### src/rtl/riscv_pmp_req_gate.sv
// riscv_pmp_req_gate
// Gates upstream memory requests with the same-cycle PMP verdict. Permitted
// accesses are forwarded to the BIU one at a time; denied accesses never reach
// the bus and get an immediate PMP-fault response. A flush abandons the
// current access and suppresses its response, draining any bus reply still owed.
//
// Ports:
//   clk_i, rst_i            clock, asynchronous active-high reset
//   flush_i                 abort current access, suppress its response
//   req_i / req_ready_o     upstream request handshake
//   adr_i, size_i, we_i, d_i, pmp_exception_i   request payload + PMP verdict
//   biu_stb_o / biu_stb_ack_i                   BIU strobe handshake
//   biu_adr_o, biu_size_o, biu_we_o, biu_d_o    registered BIU payload
//   biu_ack_i, biu_err_i, biu_q_i               BIU completion
//   rsp_valid_o, rsp_q_o, rsp_err_o, rsp_pmp_fault_o  response
//   fault_adr_o             address of the last PMP-faulting request
module riscv_pmp_req_gate #(
    parameter int XLEN = 32,
    parameter int PLEN = (XLEN == 32) ? 34 : 56
) (
    input  logic            clk_i,
    input  logic            rst_i,
    input  logic            flush_i,
    input  logic            req_i,
    output logic            req_ready_o,
    input  logic [PLEN-1:0] adr_i,
    input  logic [2:0]      size_i,
    input  logic            we_i,
    input  logic [XLEN-1:0] d_i,
    input  logic            pmp_exception_i,
    output logic            biu_stb_o,
    input  logic            biu_stb_ack_i,
    output logic [PLEN-1:0] biu_adr_o,
    output logic [2:0]      biu_size_o,
    output logic            biu_we_o,
    output logic [XLEN-1:0] biu_d_o,
    input  logic            biu_ack_i,
    input  logic            biu_err_i,
    input  logic [XLEN-1:0] biu_q_i,
    output logic            rsp_valid_o,
    output logic [XLEN-1:0] rsp_q_o,
    output logic            rsp_err_o,
    output logic            rsp_pmp_fault_o,
    output logic [PLEN-1:0] fault_adr_o
);

    typedef enum logic [2:0] {
        S_IDLE,
        S_REQ,
        S_WAIT,
        S_DRAIN,
        S_RSP
    } state_t;

    state_t r_state;
    logic   w_accept;
    logic   w_bus_done;

    assign req_ready_o = (r_state == S_IDLE) & ~flush_i;
    assign w_accept    = req_i & req_ready_o;
    assign w_bus_done  = biu_ack_i | biu_err_i;
    // A flush arriving in the response cycle still swallows the response.
    assign rsp_valid_o = (r_state == S_RSP) & ~flush_i;

    // Access sequencer with registered BIU and response outputs.
    always_ff @(posedge clk_i or posedge rst_i) begin
        if (rst_i) begin
            r_state         <= S_IDLE;
            biu_stb_o       <= 1'b0;
            biu_adr_o       <= '0;
            biu_size_o      <= '0;
            biu_we_o        <= 1'b0;
            biu_d_o         <= '0;
            rsp_q_o         <= '0;
            rsp_err_o       <= 1'b0;
            rsp_pmp_fault_o <= 1'b0;
            fault_adr_o     <= '0;
        end else begin
            case (r_state)
                S_IDLE: begin
                    if (w_accept) begin
                        if (pmp_exception_i) begin
                            fault_adr_o     <= adr_i;
                            rsp_pmp_fault_o <= 1'b1;
                            rsp_err_o       <= 1'b0;
                            rsp_q_o         <= '0;
                            r_state         <= S_RSP;
                        end else begin
                            biu_adr_o  <= adr_i;
                            biu_size_o <= size_i;
                            biu_we_o   <= we_i;
                            biu_d_o    <= d_i;
                            biu_stb_o  <= 1'b1;
                            r_state    <= S_REQ;
                        end
                    end
                end
                S_REQ: begin
                    if (flush_i) begin
                        biu_stb_o <= 1'b0;
                        // Unaccepted strobe can simply be withdrawn; an accepted
                        // one owes a reply unless that reply already arrived.
                        if (!biu_stb_ack_i || w_bus_done) begin
                            r_state <= S_IDLE;
                        end else begin
                            r_state <= S_DRAIN;
                        end
                    end else if (biu_stb_ack_i) begin
                        biu_stb_o <= 1'b0;
                        if (w_bus_done) begin
                            rsp_q_o         <= biu_q_i;
                            rsp_err_o       <= biu_err_i;
                            rsp_pmp_fault_o <= 1'b0;
                            r_state         <= S_RSP;
                        end else begin
                            r_state <= S_WAIT;
                        end
                    end
                end
                S_WAIT: begin
                    if (flush_i) begin
                        r_state <= w_bus_done ? S_IDLE : S_DRAIN;
                    end else if (w_bus_done) begin
                        rsp_q_o         <= biu_q_i;
                        rsp_err_o       <= biu_err_i;
                        rsp_pmp_fault_o <= 1'b0;
                        r_state         <= S_RSP;
                    end
                end
                S_DRAIN: begin
                    if (w_bus_done) begin
                        r_state <= S_IDLE;
                    end
                end
                S_RSP: begin
                    r_state <= S_IDLE;
                end
                default: begin
                    r_state <= S_IDLE;
                end
            endcase
        end
    end

endmodule
### config.mk
export PLATFORM = sky130hd
export DESIGN_NAME = riscv_pmp_req_gate
export DESIGN_NICKNAME = d
export VERILOG_FILES = /design/src/rtl/riscv_pmp_req_gate.sv
export SDC_FILE = /design/constraint.sdc
export NUM_CORES = 1
export LEC_CHECK = 0
export ABC_AREA = 0
export BUFFER_PORTS_ARGS = -buffer_cell sky130_fd_sc_hd__buf_4
export CORE_MARGIN = 4
export CORE_UTILIZATION = 45
export DETAILED_ROUTE_END_ITERATION = 10
export GPL_ROUTABILITY_DRIVEN = 0
export PLACE_DENSITY = 0.88
export SLEW_MARGIN = 20
export SYNTH_ARGS = -nofsm -noshare
export SYNTH_HDL_FRONTEND = slang
export SYNTH_SLANG_ARGS = --single-unit
export TNS_END_PERCENT = 1
### constraint.sdc
create_clock -name clk_i -period 12.5 [get_ports clk_i]
set_input_delay 0.625 -clock clk_i [delete_from_list [all_inputs] [get_ports clk_i]]
set_output_delay 0.625 -clock clk_i [all_outputs]
set_load 0.01 [all_outputs]
# Yosys cells after proc, flatten, opt, wreduce, memory -nomap -nowiden
# Cells that the tools add are included.
# W data, S select, Z words.
dict set report word_totals {
  reg_bits 142
  latch_bits 0
  ramBits 0
  rom_bits 0
  input_bits 110
  word_cells 76
  mem_count 0
}
dict set report classes {
  add_sub_neg 0
  mul 0
  div 0
  order_cmp 0
  eq_ne 13
  shifts 0
  muxes 37
  n_bitwise 6
  reduce_logical 10
}
# operator n
set op_table {}
lappend op_table {{$mux W32} 6}
lappend op_table {{$pmux W32 S3} 1}
lappend op_table {{$mux W3} 8}
lappend op_table {{$mux W1} 16}
lappend op_table {{$ne A2 B2 Y1 const B} 7}
lappend op_table {{$pmux W3 S4} 1}
lappend op_table {{$reduce_and A4 Y1} 2}
lappend op_table {{$eq A3 B2 Y1 const B} 2}
lappend op_table {{$ne A3 B3 Y1 const B} 2}
lappend op_table {{$pmux W1 S3} 2}
lappend op_table {{$reduce_and A3 Y1} 2}
lappend op_table {{$reduce_and A6 Y1} 1}
lappend op_table {{$mux W2} 2}
lappend op_table {{$and A1 B1 Y1} 3}
lappend op_table {{$eq A3 B1 Y1 const B} 1}
lappend op_table {{$eq A3 B3 Y1 const B} 1}
lappend op_table {{$logic_not A3 Y1} 1}
lappend op_table {{$reduce_bool A3 Y1} 1}
lappend op_table {{$not A1 Y1} 2}
lappend op_table {{$pmux W1 S2} 1}
lappend op_table {{$reduce_bool A2 Y1} 1}
lappend op_table {{$logic_not A1 Y1} 1}
lappend op_table {{$logic_or A1 B1 Y1} 1}
lappend op_table {{$or A1 B1 Y1} 1}

# Depth between registers and ports, before layout
# Gate-level depths: netlist of run 1.
dict set report depth {
  depth_word 5
  ltp_mapped 8
  mapped_depth_nobuf 4
}

# Least setup slack after synthesis of run 1
# OpenSTA, ideal clock, no wires.
dict set report synth_path {
  path_type {input -> register}
  from {input port biu_err_i}
  to {register rsp_err_o}
  setup_ns 0.125
  arrival_ns 1.715
  slack_ns 10.660
  path_stages 6
  n_path_buf 2
  cell_sequence {or3b_4 a22oi_4 or2_1 buf_6 buf_12 o21ai_2}
}
dict set report synth_between {
  elab_chain_len 5
}
# element line_no
set synth_rtl {}
lappend synth_rtl {{from (decl)} 38} ;# input logic biu_err_i,
lappend synth_rtl {{$or A1 B1 Y1} 61} ;# assign w_bus_done = biu_ack_i | biu_err_i;
lappend synth_rtl {{$mux W1 (*)} {110, 123}}
lappend synth_rtl {{$mux W1} 108} ;# end else if (biu_stb_ack_i) begin
lappend synth_rtl {{$mux W1} 99} ;# if (flush_i) begin
lappend synth_rtl {{$pmux W1 S3 (*)} 79} ;# case (r_state)
lappend synth_rtl {{to (signal assigned)} 112} ;# rsp_err_o <= biu_err_i;
lappend synth_rtl {{to (signal assigned)} 125} ;# rsp_err_o <= biu_err_i;
lappend synth_rtl {{to (decl)} 42} ;# output logic rsp_err_o,
# Every way passes the cells marked *; elsewhere a longest branch is shown, timed or not. The select of a mux whose other input is x is not followed.
# A chain may end at the register's enable or synchronous reset.

# Worst setup path in the final report of run 1
dict set report layout_path {
  from {register r_state[1]}
  to {register rsp_q_o[10]}
}
dict set report layout_between {
  elab_chain_len 5
}
# element line_no
set layout_rtl {}
lappend layout_rtl {{from (decl)} 55} ;# state_t r_state;
lappend layout_rtl {{from (signal assigned)} 122} ;# r_state <= w_bus_done ? S_IDLE : S_DRAIN;
lappend layout_rtl {{$logic_not A3 Y1} {59, 79}}
lappend layout_rtl {{$and A1 B1 Y1} 59} ;# assign req_ready_o = (r_state == S_IDLE) & ~flush_i;
lappend layout_rtl {{$and A1 B1 Y1} 60} ;# assign w_accept = req_i & req_ready_o;
lappend layout_rtl {{$ne A2 B2 Y1 (no source line)} n/a}
lappend layout_rtl {{$reduce_and A6 Y1 (no source line)} n/a}
lappend layout_rtl {{to (signal assigned)} 111} ;# rsp_q_o <= biu_q_i;
lappend layout_rtl {{to (signal assigned)} 124} ;# rsp_q_o <= biu_q_i;
lappend layout_rtl {{to (decl)} 41} ;# output logic [XLEN-1:0] rsp_q_o,
# Several ways; a longest one is shown, not always the timed one.

==> run metrics, run 1 <==
M2 GR Usage=34.44%; status=complete, no violations; First DRT Iteration DRCs=242; Worst VDD drop=0.1143 mV; CTS Hold Buffers Added=0; Die Ht=121.3 um; CTS tree=done; Crit Path Max Fanout=35; DR vias=4,170; max cap viols=0; Setup CP Type=register to register; top cell type's share of synthesized area=61.53%; Synth Register Bits=142; met1 Usage GRT=23.28%; first-pass GRT wire length=23,140 um; CP Data Required Time=12,740 ps; Worst Clk Skew=8.370 ps; LEAKAGE=3.982 nW; commonest cells after routing, fill and taps aside=buf_4 (252), dfrtp_1 (142), mux2_2 (98); Yosys warning count=0; Yosys top cell by area=dfrtp_1; WL per Instance=17.91 um; crit end category=register; GRT busiest layer=met2; total negative slack=0 ps; vias in the first global route=4,433; clock buffer depth=2; synthesized area=5776 sq um; worst-margin pin slew=966.0 ps; Total Nets Final=761; DPL Wire Length=11,040 um; # resized after CTS=0; Mapped Nets=518; final core utilization=65.58%; FMAX=341.2 MHz; sequential share of the synthesized area=61.53%; die footprint=14,710 sq um; largest net degree at the start of global routing=74; commonest non-fill, non-tap cell in the layout=buf_4; fill count=903; routed wire length=14,980 um; share of layout cells above drive strength 1=63.25%; First-pass DRT Iterations=4; GRT met3 Usage=7.133%; I/O pin total=251; FFs w/ async S/R, synth=100.0%; top cells by area, synth=dfrtp_1 (62%), mux2_2 (19%), o21ai_2 (4.4%); CTS clk-pin slew, worst paths=60 ps; type of origin of the critical path=register; Starting Density=45.95%; n_diodes=0; DRC Markers=0; Num CTS Buffers=17; total track usage=20.17%; HP Class=input port to async pin; final hold vios=0; minimum clock period=2931 ps; Primary FF master, synth=dfrtp_1; core area=12,570 sq um; I/O Buffers=250; H-tree depth=4; distinct cell type count after synthesis=33; setup bufs post-CTS=0; area grow syn2layout=42.72%; die width=121.3 um; clk sink count=142; row count=41; CTS root buffer=clkbuf_16; Post-synth EDFFs=0; latest clock arrival within the worst-skew pair=410 ps; Post-Syn Area per Cell=14.16 sq um; DR vias/cell=4.988; max-slew violation count=0; total global routing overflow=0; period utilization=23.45%; setup violation total in the final timing report=0; setup repair after global routing missed its margin=no; relative slew slack=35.60%; Final ANT Viol Nets=0; initial antenna violation count=0; WP data arrival=3170 ps; PD cells=264.5 nW/um^2; Syn Inst Count=408
[registers in the layout (all words and copies together), names as in the netlist]
register	count
biu_adr_o	34
biu_d_o	32
biu_size_o	3
biu_stb_o	1
biu_we_o	1
fault_adr_o	34
r_state	3
rsp_err_o	1
rsp_pmp_fault_o	1
rsp_q_o	32
[final timing paths]
check | start | to | slack [ps] | depth (start not counted)
max reg2reg | r_state[1] | rsp_q_o[10] | 9570 | 4
min reg2reg | biu_adr_o[18] | biu_adr_o[18] | 490 | 1
max | r_state[1] | rsp_q_o[10] | 9570 | 4
min | rst_i | fault_adr_o[33] | 290 | 2
max in group asynchronous | rst_i | biu_adr_o[25] | 10830 | 3
min in group clk_i | adr_i[17] | biu_adr_o[17] | 440 | 2
[stage by stage]
stage | std cells | instance area (sq um) | worst slack [ps] | power (mW) | hold WS [ps]
2_1_floorplan | 408 | 5776 | 8065 | 1.236 | 518.0
3_3_place_gp | 804 | 7645 | 9530 | 1.652 | 465.7
3_5_place_dp | 804 | 7645 | 9390 | 1.698 | 482.3
4_1_cts | 836 | 8238 | 9559 | 2.203 | 314.5
5_1_grt | 836 | 8243 | 9355 | 2.300 | 335.2
6_report | 836 | 8243 | 9569 | 2.181 | 292.6
[cells in the mapped netlist, types with 2 or more instances]
| cell type | number |
|---|---|
| clkbuf_1 | 9 |
| nor3_1 | 2 |
| mux2_2 | 98 |
| buf_2 | 2 |
| dfrtp_1 | 142 |
| nand2_1 | 33 |
| buf_12 | 3 |
| or3_1 | 2 |
| nor2_1 | 4 |
| mux2_1 | 6 |
| inv_1 | 4 |
| buf_6 | 10 |
| o21ai_0 | 39 |
| o21ai_2 | 29 |
| a21oi_1 | 4 |
| buf_4 | 4 |
[per-layer routing]
| metal | wire, um | part of all wire (%) |
|---|---|---|
| met4 | 321 | 2.1 |
| met5 | 0 | 0 |
| met3 | 1354 | 9.0 |
| met1 | 5740 | 38 |
| met2 | 7558 | 50 |
[final cells by class]
cell class                      count  area, sq um  area share, %
Tap cell                          172        215.2          2.611
Sequential cell                   142         3553          43.11
Clock buffer                       19        452.9          5.495
Multi-Input combinational cell    234         1969          23.89
Timing Repair Buffer              252         1892          22.95
Inverter                            4        20.02         0.2429
Clock inverter                     13        140.1          1.700
[critical path: stages (launching register included)]
cell	delay, ps
dfrtp_1	560
or3b_4	460
a22oi_4	620
or2_2	880
o21ai_0	230
[where the power goes]
group	total [mW]	switching, mW	internal (mW)
Sequential	0.817	0.134	0.683
Clock	0.498	0.194	0.304
Combinational	0.866	0.395	0.470
Total	2.18	0.723	1.46
[cell families (layout without fill, tap and decap cells)]
| logic type | after synthesis | count (layout) | share of synthesized area, % |
|---|---|---|---|
| compound gates | 77 | 77 | 9.121 |
| flops | 142 | 142 | 61.53 |
| simple gates | 52 | 52 | 4.398 |
| xor+xnor | 1 | 1 | 0.1517 |
| mux | 104 | 104 | 20.28 |
| buf+inv | 32 | 288 | 4.528 |
Power figures use the tool's default switching activity.
==> inputs of run 2 (changes only) <==
--- a/config.mk
+++ b/config.mk
@@ -8,7 +8,7 @@
 export ABC_AREA = 0
 export BUFFER_PORTS_ARGS = -buffer_cell sky130_fd_sc_hd__buf_4
 export CORE_MARGIN = 4
-export CORE_UTILIZATION = 45
+export CORE_UTILIZATION = 43
 export DETAILED_ROUTE_END_ITERATION = 10
 export GPL_ROUTABILITY_DRIVEN = 0
 export PLACE_DENSITY = 0.88
==> constraint.sdc (replaced) <==
create_clock -name clk_i -period 2.65 [get_ports clk_i]
set_input_delay 0.1325 -clock clk_i [delete_from_list [all_inputs] [get_ports clk_i]]
set_output_delay 0.1325 -clock clk_i [all_outputs]
set_load 0.01 [all_outputs]
==> run metrics, run 2 (synthesis results as in run 1) <==
status=complete, no violations (unchanged); die footprint=15,350 sq um (was 14,710 sq um); Setup CP Type=register to register (unchanged); Num CTS Buffers=17 (unchanged); first-pass GRT wire length=26,350 um (was 23,140 um); slowest CP cell=dfrtp_1 (was or2_2); WL per Instance=18.27 um (was 17.91 um); DRC Markers=0 (unchanged); max-slew violation count=0 (unchanged); DR vias/cell=4.962 (was 4.988); PnR worst setup slack=610.1 ps (was 9569 ps); Int Power=7.160 mW (was 1.458 mW); final hold vios=0 (unchanged); Worst Clk Skew=6.590 ps (was 8.370 ps); Worst VDD drop=0.5674 mV (was 0.1143 mV); DR vias=4,724 (was 4,170); Die Ht=123.9 um (was 121.3 um); crit end category=register (unchanged); Final ANT Viol Nets=0 (unchanged); total track usage=22.62% (was 20.17%); Starting Density=43.79% (was 45.95%); I/O pin total=251 (unchanged); CP Data Required Time=2940 ps (was 12,740 ps); total negative slack=0 ps (unchanged); Total Nets Final=873 (was 761); Comb power frac=40.5% (was 39.7%); die width=123.9 um (was 121.3 um); CTS tree=done (unchanged); largest net degree at the start of global routing=74 (unchanged); First DRT Iteration DRCs=261 (was 242); sequential power share=36.3% (was 37.5%); setup repair after global routing missed its margin=no (unchanged); clock buffer depth=2 (unchanged); I/O Buffers=250 (unchanged); total power=10.70 mW (was 2.181 mW); Top Registers=biu_adr_o: 34 flops, fault_adr_o: 34 flops (unchanged); H-tree depth=4 (unchanged); Crit Path Max Fanout=35 (unchanged); max cap viols=0 (unchanged); core area=13,190 sq um (was 12,570 sq um); HP Class=input port to register (was input port to async pin); total global routing overflow=0 (unchanged); worst-margin pin slew=730.6 ps (was 966.0 ps); Sw Share=33.09% (was 33.14%); DPL Wire Length=10,950 um (was 11,040 um); First-pass DRT Iterations=4 (unchanged); initial antenna violation count=0 (unchanged); setup violation total in the final timing report=0 (unchanged); n_diodes=0 (unchanged); PD cells=1139 nW/um^2 (was 264.5 nW/um^2); setup bufs post-CTS=0 (unchanged); Clk pwr share=23.2% (was 22.8%); period utilization=76.98% (was 23.45%); hold slack=69.57 ps (was 292.6 ps); FMAX=490.2 MHz (was 341.2 MHz); commonest non-fill, non-tap cell in the layout=buf_4 (unchanged); minimum clock period=2040 ps (was 2931 ps); relative slew slack=51.19% (was 35.60%); row count=42 (was 41); share of layout cells above drive strength 1=55.03% (was 63.25%); NetSw=3.540 mW (was 0.7227 mW); LEAKAGE=4.471 nW (was 3.982 nW); vias in the first global route=5,169 (was 4,433); crit-path cells=nor4_4 -> and3_2 -> buf_4 -> mux2_2 (was or3b_4 -> a22oi_4 -> or2_2 -> o21ai_0); latest clock arrival within the worst-skew pair=410 ps (about the same); CTS Hold Buffers Added=104 (was 0); CTS root buffer=clkbuf_16 (unchanged); clk sink count=142 (unchanged); CTS clk-pin slew, worst paths=60 ps (about the same); Max stage delay on crit path=510 ps (was 880 ps); area grow syn2layout=62.67% (was 42.72%); type of origin of the critical path=register (unchanged); routed wire length=17,400 um (was 14,980 um); commonest cells after routing, fill and taps aside=buf_4 (258), dfrtp_1 (142), dlygate4sd3_1 (104) (was buf_4 (252), dfrtp_1 (142), mux2_2 (98)); # resized after CTS=0 (unchanged); pre-CTS setup slack=605.2 ps (was 9390 ps); WP data arrival=2330 ps (was 3170 ps)
## run 2: final cells by class
class / instances / area, sq um
fillers: 837 / 3795
flip-flops and latches: 142 / 3553
repair buffers: 364 / 3018
multi-input cells: 234 / 1964
clock buffers: 18 / 429.2
well taps: 176 / 220.2
clock inverters: 14 / 191.4
inverters: 4 / 18.77
## run 2: final timing paths
check                      slack, ps  cells past startpoint               to          start
max                              610                      4  fault_adr_o[29]     r_state[0]
min                               70                      3       r_state[1]      biu_ack_i
max reg2reg                      610                      4  fault_adr_o[29]     r_state[0]
min reg2reg                      500                      1    biu_adr_o[13]  biu_adr_o[13]
max in group asynchronous       1400                      4      rsp_q_o[26]          rst_i
min in group asynchronous        410                      3      biu_d_o[13]          rst_i
## run 2: layer usage
metal,share of wire (%),up-vias,GRT usage (%)
li1,-,2152,-
met1,35,2311,23.62
met2,53,210,40.66
met3,8.4,51,7.266
met4,3.8,0,11.36
met5,0,-,0
## run 2: critical path: cells and delay by family (launching register included)
kind          cells  cell delay, ps
buf+inv           1             400
flops             1             510
mux               1             410
simple gates      2             570
## run 2: metrics by stage
step                std cells  instance area, sq um  utilization (%)
finish                    952                  9395            71.23
floorplan                 408                  5779                -
global placement          816                  7734            58.63
global route              952                  9395            71.23
detailed placement        816                  7734            58.63
CTS                       952                  9395            71.23
## run 2: power groups by stage
stage / combinational (mW) / sequential (mW) / clock (mW)
6_report: 4.33 / 3.88 / 2.48
5_1_grt: 4.65 / 4.00 / 2.62
3_3_place_gp: 4.03 / 3.79 / 0
2_1_floorplan: 1.58 / 4.25 / 0
4_1_cts: 4.32 / 3.85 / 2.52
3_5_place_dp: 4.18 / 3.87 / 0
